--- config.mk ---
export PLATFORM = sky130hd
export DESIGN_NAME = ccip_rd_req_arbiter
export DESIGN_NICKNAME = d
export VERILOG_FILES = /design/src/rtl/ccip_rd_arb_pkg.sv /design/src/rtl/ccip_rr_pick.sv /design/src/rtl/ccip_rd_req_arbiter.sv
export SDC_FILE = /design/constraint.sdc
export NUM_CORES = 1
export LEC_CHECK = 0
export ABC_CLOCK_PERIOD_IN_PS = 5300
export BUFFER_PORTS_ARGS = -buffer_cell sky130_fd_sc_hd__clkbuf_2
export CORE_AREA = 5 5 491 493
export CTS_CLUSTER_DIAMETER = 60
export CTS_CLUSTER_SIZE = 28
export DETAILED_ROUTE_END_ITERATION = 8
export DIE_AREA = 0 0 496 498
export SLEW_MARGIN = 20
export SYNTH_ARGS = -nofsm -noshare
export SYNTH_HDL_FRONTEND = slang
export SYNTH_SLANG_ARGS = --single-unit
export TNS_END_PERCENT = 1
--- constraint.sdc ---
create_clock -name clk -period 5.3 [get_ports clk]
set_clock_uncertainty 0.1 [all_clocks]
set_input_delay 0.53 -clock clk [delete_from_list [all_inputs] [get_ports clk]]
set_output_delay 0.53 -clock clk [all_outputs]
set_load 0.005 [all_outputs]
--- src/rtl/ccip_rd_arb_pkg.sv ---
// Shared types and constants for the CCI-P c0 read-request arbiter.
package ccip_rd_arb_pkg;

  localparam int unsigned ADDR_W  = 42;
  localparam int unsigned MDATA_W = 16;
  localparam int unsigned DATA_W  = 512;
  localparam int unsigned STAT_W  = 32;

  typedef enum logic [1:0] {
    ARB_RUN,
    ARB_DRAIN,
    ARB_DRAINED
  } t_arb_state;

  typedef struct packed {
    logic [ADDR_W-1:0]  addr;
    logic [MDATA_W-1:0] mdata;
  } t_c0_rd_req;

endpackage

--- src/rtl/ccip_rr_pick.sv ---
// Combinational round-robin select: first set request at/after i_ptr, wrapping.
module ccip_rr_pick #(
  parameter int unsigned N = 4,
  localparam int unsigned IDX_W = $clog2(N)
) (
  input  logic [N-1:0]     i_req,
  input  logic [IDX_W-1:0] i_ptr,
  output logic [N-1:0]     o_grant_c,
  output logic [IDX_W-1:0] o_idx_c,
  output logic             o_any_c
);

  always_comb begin
    int unsigned j;
    logic [IDX_W-1:0] w_j;
    o_grant_c = '0;
    o_idx_c   = '0;
    o_any_c   = 1'b0;
    j         = 0;
    w_j       = '0;
    for (int unsigned off = 0; off < N; off++) begin
      j   = (32'(i_ptr) + off) % N;
      w_j = IDX_W'(j);
      if (!o_any_c && i_req[w_j]) begin
        o_grant_c[w_j] = 1'b1;
        o_idx_c        = w_j;
        o_any_c        = 1'b1;
      end
    end
  end

endmodule

--- src/rtl/ccip_rd_req_arbiter.sv ---
// Round-robin arbiter sharing the CCI-P c0 read-request port among NUM_REQ requesters.
// Optional per-requester grant counters are built when CCIP_RD_ARB_STATS_EN is defined.
module ccip_rd_req_arbiter
  import ccip_rd_arb_pkg::*;
#(
  parameter int unsigned NUM_REQ         = 4,
  parameter int unsigned MAX_OUTSTANDING = 8
) (
  input  logic                        clk,
  input  logic                        reset_n,
  input  logic [NUM_REQ-1:0]          req_valid,
  input  logic [NUM_REQ*ADDR_W-1:0]   req_addr,
  output logic [NUM_REQ-1:0]          req_ready,
  output logic                        c0_tx_valid,
  output logic [ADDR_W-1:0]           c0_tx_addr,
  output logic [MDATA_W-1:0]          c0_tx_mdata,
  input  logic                        c0_tx_alm_full,
  input  logic                        c0_rx_rsp_valid,
  input  logic [MDATA_W-1:0]          c0_rx_mdata,
  input  logic [DATA_W-1:0]           c0_rx_data,
  output logic [NUM_REQ-1:0]          rsp_valid,
  output logic [DATA_W-1:0]           rsp_data,
  input  logic                        drain_req,
  output logic                        drain_done,
  output logic                        tag_err
`ifdef CCIP_RD_ARB_STATS_EN
  ,
  output logic [NUM_REQ*STAT_W-1:0]   grant_cnt
`endif
);

  localparam int unsigned IDX_W = $clog2(NUM_REQ);
  localparam int unsigned CNT_W = $clog2(MAX_OUTSTANDING + 1);

  t_arb_state         r_state;
  t_arb_state         w_state_nxt;
  logic [IDX_W-1:0]   r_rr;
  logic [CNT_W-1:0]   r_cnt [NUM_REQ];

  logic [NUM_REQ-1:0] w_elig;
  logic [NUM_REQ-1:0] w_cnt_nz;
  logic [NUM_REQ-1:0] w_pick;
  logic [IDX_W-1:0]   w_pick_idx;
  logic               w_pick_any;
  logic               w_grant_en;
  logic               w_grant_any;
  logic [NUM_REQ-1:0] w_grant;
  logic [ADDR_W-1:0]  w_grant_addr;
  logic               w_all_idle;
  logic [NUM_REQ-1:0] w_rsp_hit;
  logic [NUM_REQ-1:0] w_rsp_ok;
  logic               w_upper_zero;
  logic               w_rsp_bad;

  t_c0_rd_req         r_c0_req;
  logic               r_c0_valid;
  logic [NUM_REQ-1:0] r_rsp_valid;
  logic [DATA_W-1:0]  r_rsp_data;
  logic               r_drain_done;
  logic               r_tag_err;

  // Eligibility and idle detection from the registered outstanding counters.
  always_comb begin
    w_elig     = '0;
    w_cnt_nz   = '0;
    w_all_idle = 1'b1;
    for (int i = 0; i < NUM_REQ; i++) begin
      w_elig[i]   = req_valid[i] && (r_cnt[i] < CNT_W'(MAX_OUTSTANDING));
      w_cnt_nz[i] = (r_cnt[i] != '0);
      if (w_cnt_nz[i]) w_all_idle = 1'b0;
    end
  end

  ccip_rr_pick #(.N(NUM_REQ)) u_rr_pick (
    .i_req     (w_elig),
    .i_ptr     (r_rr),
    .o_grant_c (w_pick),
    .o_idx_c   (w_pick_idx),
    .o_any_c   (w_pick_any)
  );

  always_comb begin
    w_state_nxt = r_state;
    w_grant_en  = 1'b0;
    case (r_state)
      ARB_RUN: begin
        w_grant_en = !c0_tx_alm_full;
        if (drain_req) w_state_nxt = ARB_DRAIN;
      end
      ARB_DRAIN: begin
        if (!drain_req)      w_state_nxt = ARB_RUN;
        else if (w_all_idle) w_state_nxt = ARB_DRAINED;
      end
      ARB_DRAINED: begin
        if (!drain_req) w_state_nxt = ARB_RUN;
      end
      default: w_state_nxt = ARB_RUN;
    endcase
  end

  assign w_grant     = w_grant_en ? w_pick : '0;
  assign w_grant_any = w_grant_en && w_pick_any;
  assign req_ready   = w_grant;

  always_comb begin
    w_grant_addr = '0;
    for (int i = 0; i < NUM_REQ; i++) begin
      if (w_pick[i]) w_grant_addr = req_addr[i*ADDR_W +: ADDR_W];
    end
  end

  // A response is accepted only for an in-range tag whose requester has reads in flight.
  always_comb begin
    w_rsp_hit = '0;
    for (int i = 0; i < NUM_REQ; i++) begin
      w_rsp_hit[i] = c0_rx_rsp_valid && (c0_rx_mdata[IDX_W-1:0] == IDX_W'(i));
    end
    w_upper_zero = (c0_rx_mdata[MDATA_W-1:IDX_W] == '0);
    w_rsp_ok     = w_upper_zero ? (w_rsp_hit & w_cnt_nz) : '0;
    w_rsp_bad    = c0_rx_rsp_valid && (w_rsp_ok == '0);
  end

  always_ff @(posedge clk) begin
    if (!reset_n) r_state <= ARB_RUN;
    else          r_state <= w_state_nxt;
  end

  always_ff @(posedge clk) begin
    if (!reset_n) begin
      r_rr <= '0;
    end else if (w_grant_any) begin
      r_rr <= (w_pick_idx == IDX_W'(NUM_REQ - 1)) ? '0 : w_pick_idx + IDX_W'(1);
    end
  end

  // Grant and accepted response in the same cycle cancel out.
  always_ff @(posedge clk) begin
    if (!reset_n) begin
      for (int i = 0; i < NUM_REQ; i++) r_cnt[i] <= '0;
    end else begin
      for (int i = 0; i < NUM_REQ; i++) begin
        case ({w_grant[i], w_rsp_ok[i]})
          2'b10:   r_cnt[i] <= r_cnt[i] + CNT_W'(1);
          2'b01:   r_cnt[i] <= r_cnt[i] - CNT_W'(1);
          default: r_cnt[i] <= r_cnt[i];
        endcase
      end
    end
  end

  always_ff @(posedge clk) begin
    if (!reset_n) begin
      r_c0_valid   <= 1'b0;
      r_c0_req     <= '0;
      r_rsp_valid  <= '0;
      r_rsp_data   <= '0;
      r_drain_done <= 1'b0;
      r_tag_err    <= 1'b0;
    end else begin
      r_c0_valid <= w_grant_any;
      if (w_grant_any) begin
        r_c0_req <= '{addr: w_grant_addr, mdata: MDATA_W'(w_pick_idx)};
      end
      r_rsp_valid <= w_rsp_ok;
      if (|w_rsp_ok) r_rsp_data <= c0_rx_data;
      r_drain_done <= (w_state_nxt == ARB_DRAINED);
      if (w_rsp_bad) r_tag_err <= 1'b1;
    end
  end

  assign c0_tx_valid = r_c0_valid;
  assign c0_tx_addr  = r_c0_req.addr;
  assign c0_tx_mdata = r_c0_req.mdata;
  assign rsp_valid   = r_rsp_valid;
  assign rsp_data    = r_rsp_data;
  assign drain_done  = r_drain_done;
  assign tag_err     = r_tag_err;

`ifdef CCIP_RD_ARB_STATS_EN
  logic [STAT_W-1:0] r_gcnt [NUM_REQ];

  always_ff @(posedge clk) begin
    if (!reset_n) begin
      for (int i = 0; i < NUM_REQ; i++) r_gcnt[i] <= '0;
    end else begin
      for (int i = 0; i < NUM_REQ; i++) begin
        if (w_grant[i]) r_gcnt[i] <= r_gcnt[i] + STAT_W'(1);
      end
    end
  end

  for (genvar g = 0; g < NUM_REQ; g++) begin : g_stat
    assign grant_cnt[g*STAT_W +: STAT_W] = r_gcnt[g];
  end
`endif

endmodule

==> key figures, run 1 <==
Run status
  • Outcome: completed

GRT
  • Initial antenna violation count: between 150 and 200
  • Pin count of the biggest net entering global routing: around 190
  • Vias in the first global route: roughly 28000
  • GR Overflow Total: 0
  • First-pass GRT wire length: between 200 and 300 mm
  • Tot GR Track Use: 15.2%

Power and ir drop
  • Clock network fraction of design power: between 40 and 50%
  • Switch Pwr: between 4000 and 5000 uW
  • Peak VDD IR: ~0.24 mV
  • Sw frac: approximately a third
  • Tot Pwr: about 14000 uW
  • Leakage power: between 0.015 and 0.02 uW
  • Power Internal: just over 9000 uW
  • Logic gate share of total power: between 10% and 20%
  • Pwr per Cell Area: roughly 320 mW/mm^2
  • Power share of the sequential group: 33.4%

Logic synthesis
  • Post-synth EDFFs: 16
  • Cell taking the most area after synthesis: dfxtp_1
  • Share of the synthesized area in the top cell type: a little under half
  • Synth warnings: 0
  • Top cells by area, synth: dfxtp_1 47%, nand2_1 16%, a21boi_1 15%
  • Seq/Total Area, Yosys: between 40 and 50%
  • Synth async-reset ratio: 0%
  • Most common library cells after synthesis: 1039 x nand2_1, 567 x dfxtp_1, 480 x a21boi_1
  • Most common cell in the netlist: nand2_1
  • Mean post-synth cell area: about 8.5 sq um
  • #FFs+latches synth: 583
  • Mapped cell area: roughly 0.024 sq mm
  • Yosys cell types: between 60 and 70
  • Cells after Synth: ~2800
  • Most used DFF post-synth: dfxtp_1

Setup path
  • Critical Path Source Type: flip-flop
  • Critical Path Sink Type: flip-flop
  • Crit path kind: flip-flop to flip-flop
  • Setup slack, reg-to-reg: between 0.8 and 0.9 ns
  • Critical path required time: just under 6 ns
  • Reg2reg end: c0_tx_addr[37]
  • Slowest Stage Delay on Critical Path: 0.64 ns
  • R2R cell count: 11
  • Slowest cell on the critical path: ha_1
  • CP Max Fanout: 17
  • Worst path arrival time: roughly 5 ns
  • Critical Path, Cell by Cell: inv_1 > ha_1 > nand2b_1 > nor4_1 > or3_1 > a32oi_2 > and3_1 > and3_2 > buf_4 > a221oi_2 > dlygate4sd3_1
  • Worst Path Buf+Inv: 3
  • Worst R2R Start: r_rr[1]
  • Top delay family on crit path: simple AND/OR/NAND/NOR gates

Clocking
  • CTS buffer count: 91
  • CTS tree: built
  • Root Buffer: clkbuf_16
  • Max Root-Sink Buffers: 3
  • Clk Latency, worst-skew pair: roughly 0.71 ns
  • Resized Gates After CTS: 0
  • Worst-path clk slew: around 0.070 ns
  • Clock Sinks: between 500 and 600
  • H-tree Lvls: 3

Floorplanning
  • Initial Util: 10.2%
  • Row count: approximately 180
  • Core footprint: about 0.24 sq mm
  • Die area: about 0.25 sq mm
  • Die Ht: ~500 um
  • Die extent in x: 496 um
  • I/O pin count: approximately 1300

Placement
  • Post-DP HPWL: 165 mm
  • # port buffers: between 1000 and 1500
  • # placed instances: 7093
  • Global placement routability congestion: between 0.9 and 1

Timing
  • FMAX: between 0.2 and 0.25 GHz
  • Tcrit/Tclk final: about 84%
  • Fin. Hold Viols: 0
  • Fin crit period: about 4.4 ns
  • Slew @ Worst Pin: roughly 1.1 ns
  • Slew HR: between 20% and 30%
  • RSZ-0062 raised after global routing: no
  • Setup TNS: 0 ns
  • Final setup fails: 0
  • Slew Viols, Final: 0

Drt
  • WL per Instance: roughly 25 um
  • Met2 wire len: around 84 mm
  • Post-route ant nets: 0
  • Via density per instance: about 3.6
  • Via Count: around 28000
  • Initial drt markers: between 2000 and 2500
  • Pre-antenna DRT Iters: 5
  • Residual DRC count: 0
  • Routed wire length: about 200 mm
  • Metal3 WL: ~32 mm
  • Uppermost layer routed: met5
  • WL met1: 74.6 mm

Min path
  • Hold_sp: c0_rx_data[369]
  • Hold EP: rsp_data[369]
  • Hold depth: 3
  • Hold Path Class: input port to flip-flop

Flow run
  • Max-Cap Viols: 0

Final layout
  • Final Non-Filler Cells: around 8000
  • Layout Area Growth over Synthesis: 78.5%
  • Final nets: between 5000 and 6000
  • Ratio of cells with drive above 1 in the final layout: 33.3%
layer usage:
metal  global-route usage, %  vias up
li1                        -    13000
met1                    17.1    13100
met2                    23.1     1570
met3                    10.1      424
met4                    4.56       66
met5                       0        -
worst max-delay path by stage:
stage,startpoint,endpoint,cells past startpoint
floorplan,flip-flop,r_cnt[1][3],19
global placement,r_rr[1],r_cnt[1][3],15
detailed placement,r_rr[1],r_cnt[1][3],15
CTS,r_rr[1],c0_tx_addr[25],11
global route,r_rr[1],c0_tx_addr[25],11
finish,r_rr[1],c0_tx_addr[37],11
area by class of cell:
class                           instances  area (sq um)
Clock buffer                          104          2450
Antenna cell                           64           160
Multi-Input combinational cell       1915         10700
Tap cell                             3167          3960
Clock inverter                         67           958
Inverter                              105           394
Fill cell                           26700        194000
Sequential cell                       583         11800
Timing Repair Buffer                 1877         12500
power by group through the flow:
stage,clock [uW],sequential [uW],combinational [uW]
after floorplan,0,4660,1030
after global placement,0,4700,2040
after detailed placement,0,4700,2040
after CTS,6930,4600,2480
after global routing,7060,4610,2650
final,6680,4610,2510
cells in the final DEF, fill, tap and decap left out, drive strengths merged, types with 14 or more instances in the layout:
cell type    instances
clkbuf            1374
ha                  22
dfxtp              567
conb                14
clkinv              26
a21boi             514
nor2                27
edfxtp              16
a221oi              42
inv                138
diode               64
buf                 53
dlygate4sd3        554
o221ai              43
a31oi               86
nand2             1039
state kept, by name (all words and copies together) (netlist names), named ones only:
register     flops
rsp_data       512
c0_tx_mdata      2
r_state          2
c0_tx_addr      42
c0_tx_valid      1
r_cnt           16
tag_err          1
rsp_valid        4
drain_done       1
r_rr             1
logic make-up after synthesis:
| logic type | after synthesis | synth area share (%) |
|---|---|---|
| other cells | 1 | 0.0156 |
| xor+xnor | 10 | 0.364 |
| mux | 2 | 0.187 |
| fa+ha+maj | 24 | 1.31 |
| compound gates | 736 | 24.0 |
| buf+inv | 341 | 6.62 |
| simple gates | 1129 | 18.4 |
| flops | 583 | 49.1 |
what timing repair did:
item | 4_1_cts | 5_1_grt
setup buffers | 0 | 0
endpoints found under the hold margin | 546 | 0
hold buffers | 554 | 0
through the flow:
step                      hold slack [ns]  setup WS, ns  cell area, sq um  utilization [%]
after global placement              0.336          1.12             33900             14.3
after global routing               0.0263         0.665             42900             18.1
after detailed placement            0.341          1.15             33900             14.3
after floorplan                     0.347          1.23             24100                -
final                              0.0637         0.852             43000             18.2
after CTS                        0.000793         0.941             42800             18.1
worst reg2reg max path: cells and delay by family (launching register included):
| kind | cells | cell delay (ns) |
|---|---|---|
| compound gates | 2 | 0.40 |
| flops | 1 | 0.51 |
| buf+inv | 3 | 1.26 |
| fa+ha+maj | 1 | 0.65 |
| simple gates | 5 | 1.45 |
Note: power is estimated with default switching activity, not from simulation.
==> run 2: changes to the inputs <==
--- a/config.mk
+++ b/config.mk
@@ -5,7 +5,7 @@
 export SDC_FILE = /design/constraint.sdc
 export NUM_CORES = 1
 export LEC_CHECK = 0
-export ABC_CLOCK_PERIOD_IN_PS = 5300
+export ABC_CLOCK_PERIOD_IN_PS = 4500
 export BUFFER_PORTS_ARGS = -buffer_cell sky130_fd_sc_hd__clkbuf_2
 export CORE_AREA = 5 5 491 493
 export CTS_CLUSTER_DIAMETER = 60
==> constraint.sdc (replaced) <==
create_clock -name clk -period 4.5 [get_ports clk]
set_clock_uncertainty 0.1 [all_clocks]
set_input_delay 0.45 -clock clk [delete_from_list [all_inputs] [get_ports clk]]
set_output_delay 0.45 -clock clk [all_outputs]
set_load 0.005 [all_outputs]
==> run 2 against run 1 <==
Net effect: clock power rose by 10%; highest routed layer unchanged; worst setup slack got worse by 0.37 ns; count of clock-buffer cells in the layout fell by 6; total power rose by 13%; critical path depth did not move; global-route usage rose by 0.092 points; non-clock buffer count rose by 45.
==> key figures, run 2 (synthesis gave the netlist of run 1 again) <==
Final layout
  • Final nets: 5342
  • Most frequent cells in the layout: 1270 x clkbuf_2, 1039 x nand2_1, 598 x dlygate4sd3_1
  • Ratio of cells with drive above 1 in the final layout: 32.9%
  • Most common cell after layout, fill and taps aside: clkbuf_2
  • Layout Area Growth over Synthesis: 79.0%
  • Max reg flops: between 500 and 600
  • Final core utilization: 18.2%

Setup path
  • Reg2reg end: c0_tx_addr[38]
  • Critical path required time: 5.06 ns
  • CP Max Fanout: 42
  • Critical Path Sink Type: flip-flop
  • Setup slack, reg-to-reg: 0.48 ns
  • Critical Path, Cell by Cell: inv_2 > ha_1 > nand2_1 > nor4_1 > or3_1 > nand3_1 > o211ai_4 > buf_4 > a31oi_1 > a221oi_2 > dlygate4sd3_1
  • Slowest cell on the critical path: ha_1
  • Slowest Stage Delay on Critical Path: approximately 0.61 ns
  • Worst path arrival time: 4.57 ns
  • Critical Path Source Type: flip-flop
  • R2R cell count: 11
  • Crit path kind: flip-flop to flip-flop

Clocking
  • CTS tree: built
  • CTS buffer count: 86
  • H-tree Lvls: 3
  • Worst-path clk slew: around 0.06 ns
  • Clk Latency, worst-skew pair: around 0.72 ns
  • Max Root-Sink Buffers: 3
  • Root Buffer: clkbuf_16
  • Clock Sinks: between 500 and 600
  • Setup Buffers After CTS: 0

Floorplanning
  • Row count: 179
  • Die Ht: approximately 500 um
  • Core footprint: around 0.24 sq mm
  • Die area: 0.247 sq mm
  • Die extent in x: 496 um
  • I/O pin count: between 1000 and 1500
  • Initial Util: about 10%

GRT
  • GR Overflow Total: 0
  • Pin count of the biggest net entering global routing: 191
  • Vias in the first global route: between 20000 and 30000
  • Initial antenna violation count: ~180
  • First-pass GRT wire length: between 200 and 300 mm
  • Tot GR Track Use: ~15%

Drt
  • WL per Instance: about 25 um
  • Pre-antenna DRT Iters: 6
  • Via density per instance: about 3.6
  • Residual DRC count: 0
  • Routed wire length: a little under 200 mm
  • Via Count: ~28000
  • Initial drt markers: between 2000 and 2500
  • Post-route ant nets: 0

Min path
  • Hold depth: 2
  • Hold EP: rsp_data[257]
  • Hold_sp: reset_n
  • Hold Path Class: input port to flip-flop

Power and ir drop
  • Pwr per Cell Area: around 360 mW/mm^2
  • Leakage power: ~0.018 uW
  • Peak VDD IR: approximately 0.28 mV

Placement
  • Global placement routability congestion: 0.945
  • Pre-CTS setup slack: between 0.5 and 0.6 ns
  • Post-DP HPWL: about 170 mm
  • # port buffers: ~1300

Timing
  • RSZ-0062 raised after global routing: no
  • FMAX: between 0.2 and 0.25 GHz
  • Fin. Hold Viols: 0
  • Final setup fails: 0
  • Slew Viols, Final: 0
  • Slew HR: between 30 and 40%
  • Final WS setup: slightly below 0.5 ns
  • Fin crit period: approximately 4.0 ns
  • Setup TNS: 0 ns
  • Slew @ Worst Pin: approximately 1.0 ns
  • Tcrit/Tclk final: between 80% and 90%

Flow run
  • Max-Cap Viols: 0

Run status
  • Outcome: completed
[run 2: cell types whose count changed in the layout (fill, tap and decap cells not counted), sizes merged, moves of 2 or more]
cell and change:
bufinv -2, clkbuf -6, clkinv -4, clkinvlp +3, diode -10, dlygate4sd3 +44, inv -3
[run 2: worst max-delay path by stage]
stage,slack (ns),from,endpoint,cells after the start
2_1_floorplan,0.43,flip-flop,r_cnt[1][3],19
3_3_place_gp,0.50,req_valid[1],r_cnt[1][3],15
3_5_place_dp,0.58,req_valid[1],r_cnt[1][3],15
4_1_cts,0.43,r_cnt[1][3],c0_tx_addr[16],9
5_1_grt,0.19,flip-flop,c0_tx_addr[16],11
6_report,0.48,flip-flop,c0_tx_addr[38],11
[run 2: power breakdown]
part | internal (uW) | switching [uW] | total [uW]
registers | 5300 | 171 | 5470
logic | 1210 | 1620 | 2830
clock network | 4090 | 3270 | 7360
[run 2: cell type report]
cell class	count	area (sq um)
clock buffer	98	2310
clock inverter	61	812
timing repair buffer	1922	12900
fill	26600	193000
tap	3167	3960
multi-input combinational	1915	10700
sequential	583	11800
antenna	54	135
inverter	105	394
[run 2: worst max-delay path, delay by kind of cell (launching register included)]
kind | cells | cell delay [ns]
buffers and inverters | 3 | 1.24
AOI/OAI and AO/OA | 3 | 0.77
and+or+nand+nor | 4 | 0.86
adders and majority gates | 1 | 0.61
DFF | 1 | 0.34
[run 2: through the flow]
step,std cells,power [uW],hold slack [ns],area (sq um)
2_1_floorplan,2839,6710,0.347,24100
3_3_place_gp,7094,7820,0.337,33900
3_5_place_dp,7094,7800,0.341,33900
4_1_cts,7851,15900,0.0194,43000
5_1_grt,7890,16300,0.0488,43100
6_report,7905,15700,0.0917,43100
[run 2: layer usage]
layer / global-route usage [%] / vias to the layer above / routed length [um]
met3: 10.6 / 425 / 33500
met5: 0 / - / 315
met1: 17.0 / 13000 / 73700
met4: 4.98 / 46 / 7850
met2: 23.0 / 1627 / 82700
li1: - / 13100 / -
[run 2: what timing repair did]
item                      CTS  global route
hold endpoints to repair  559             0
hold buffers              598             0
gates resized for setup     0             0
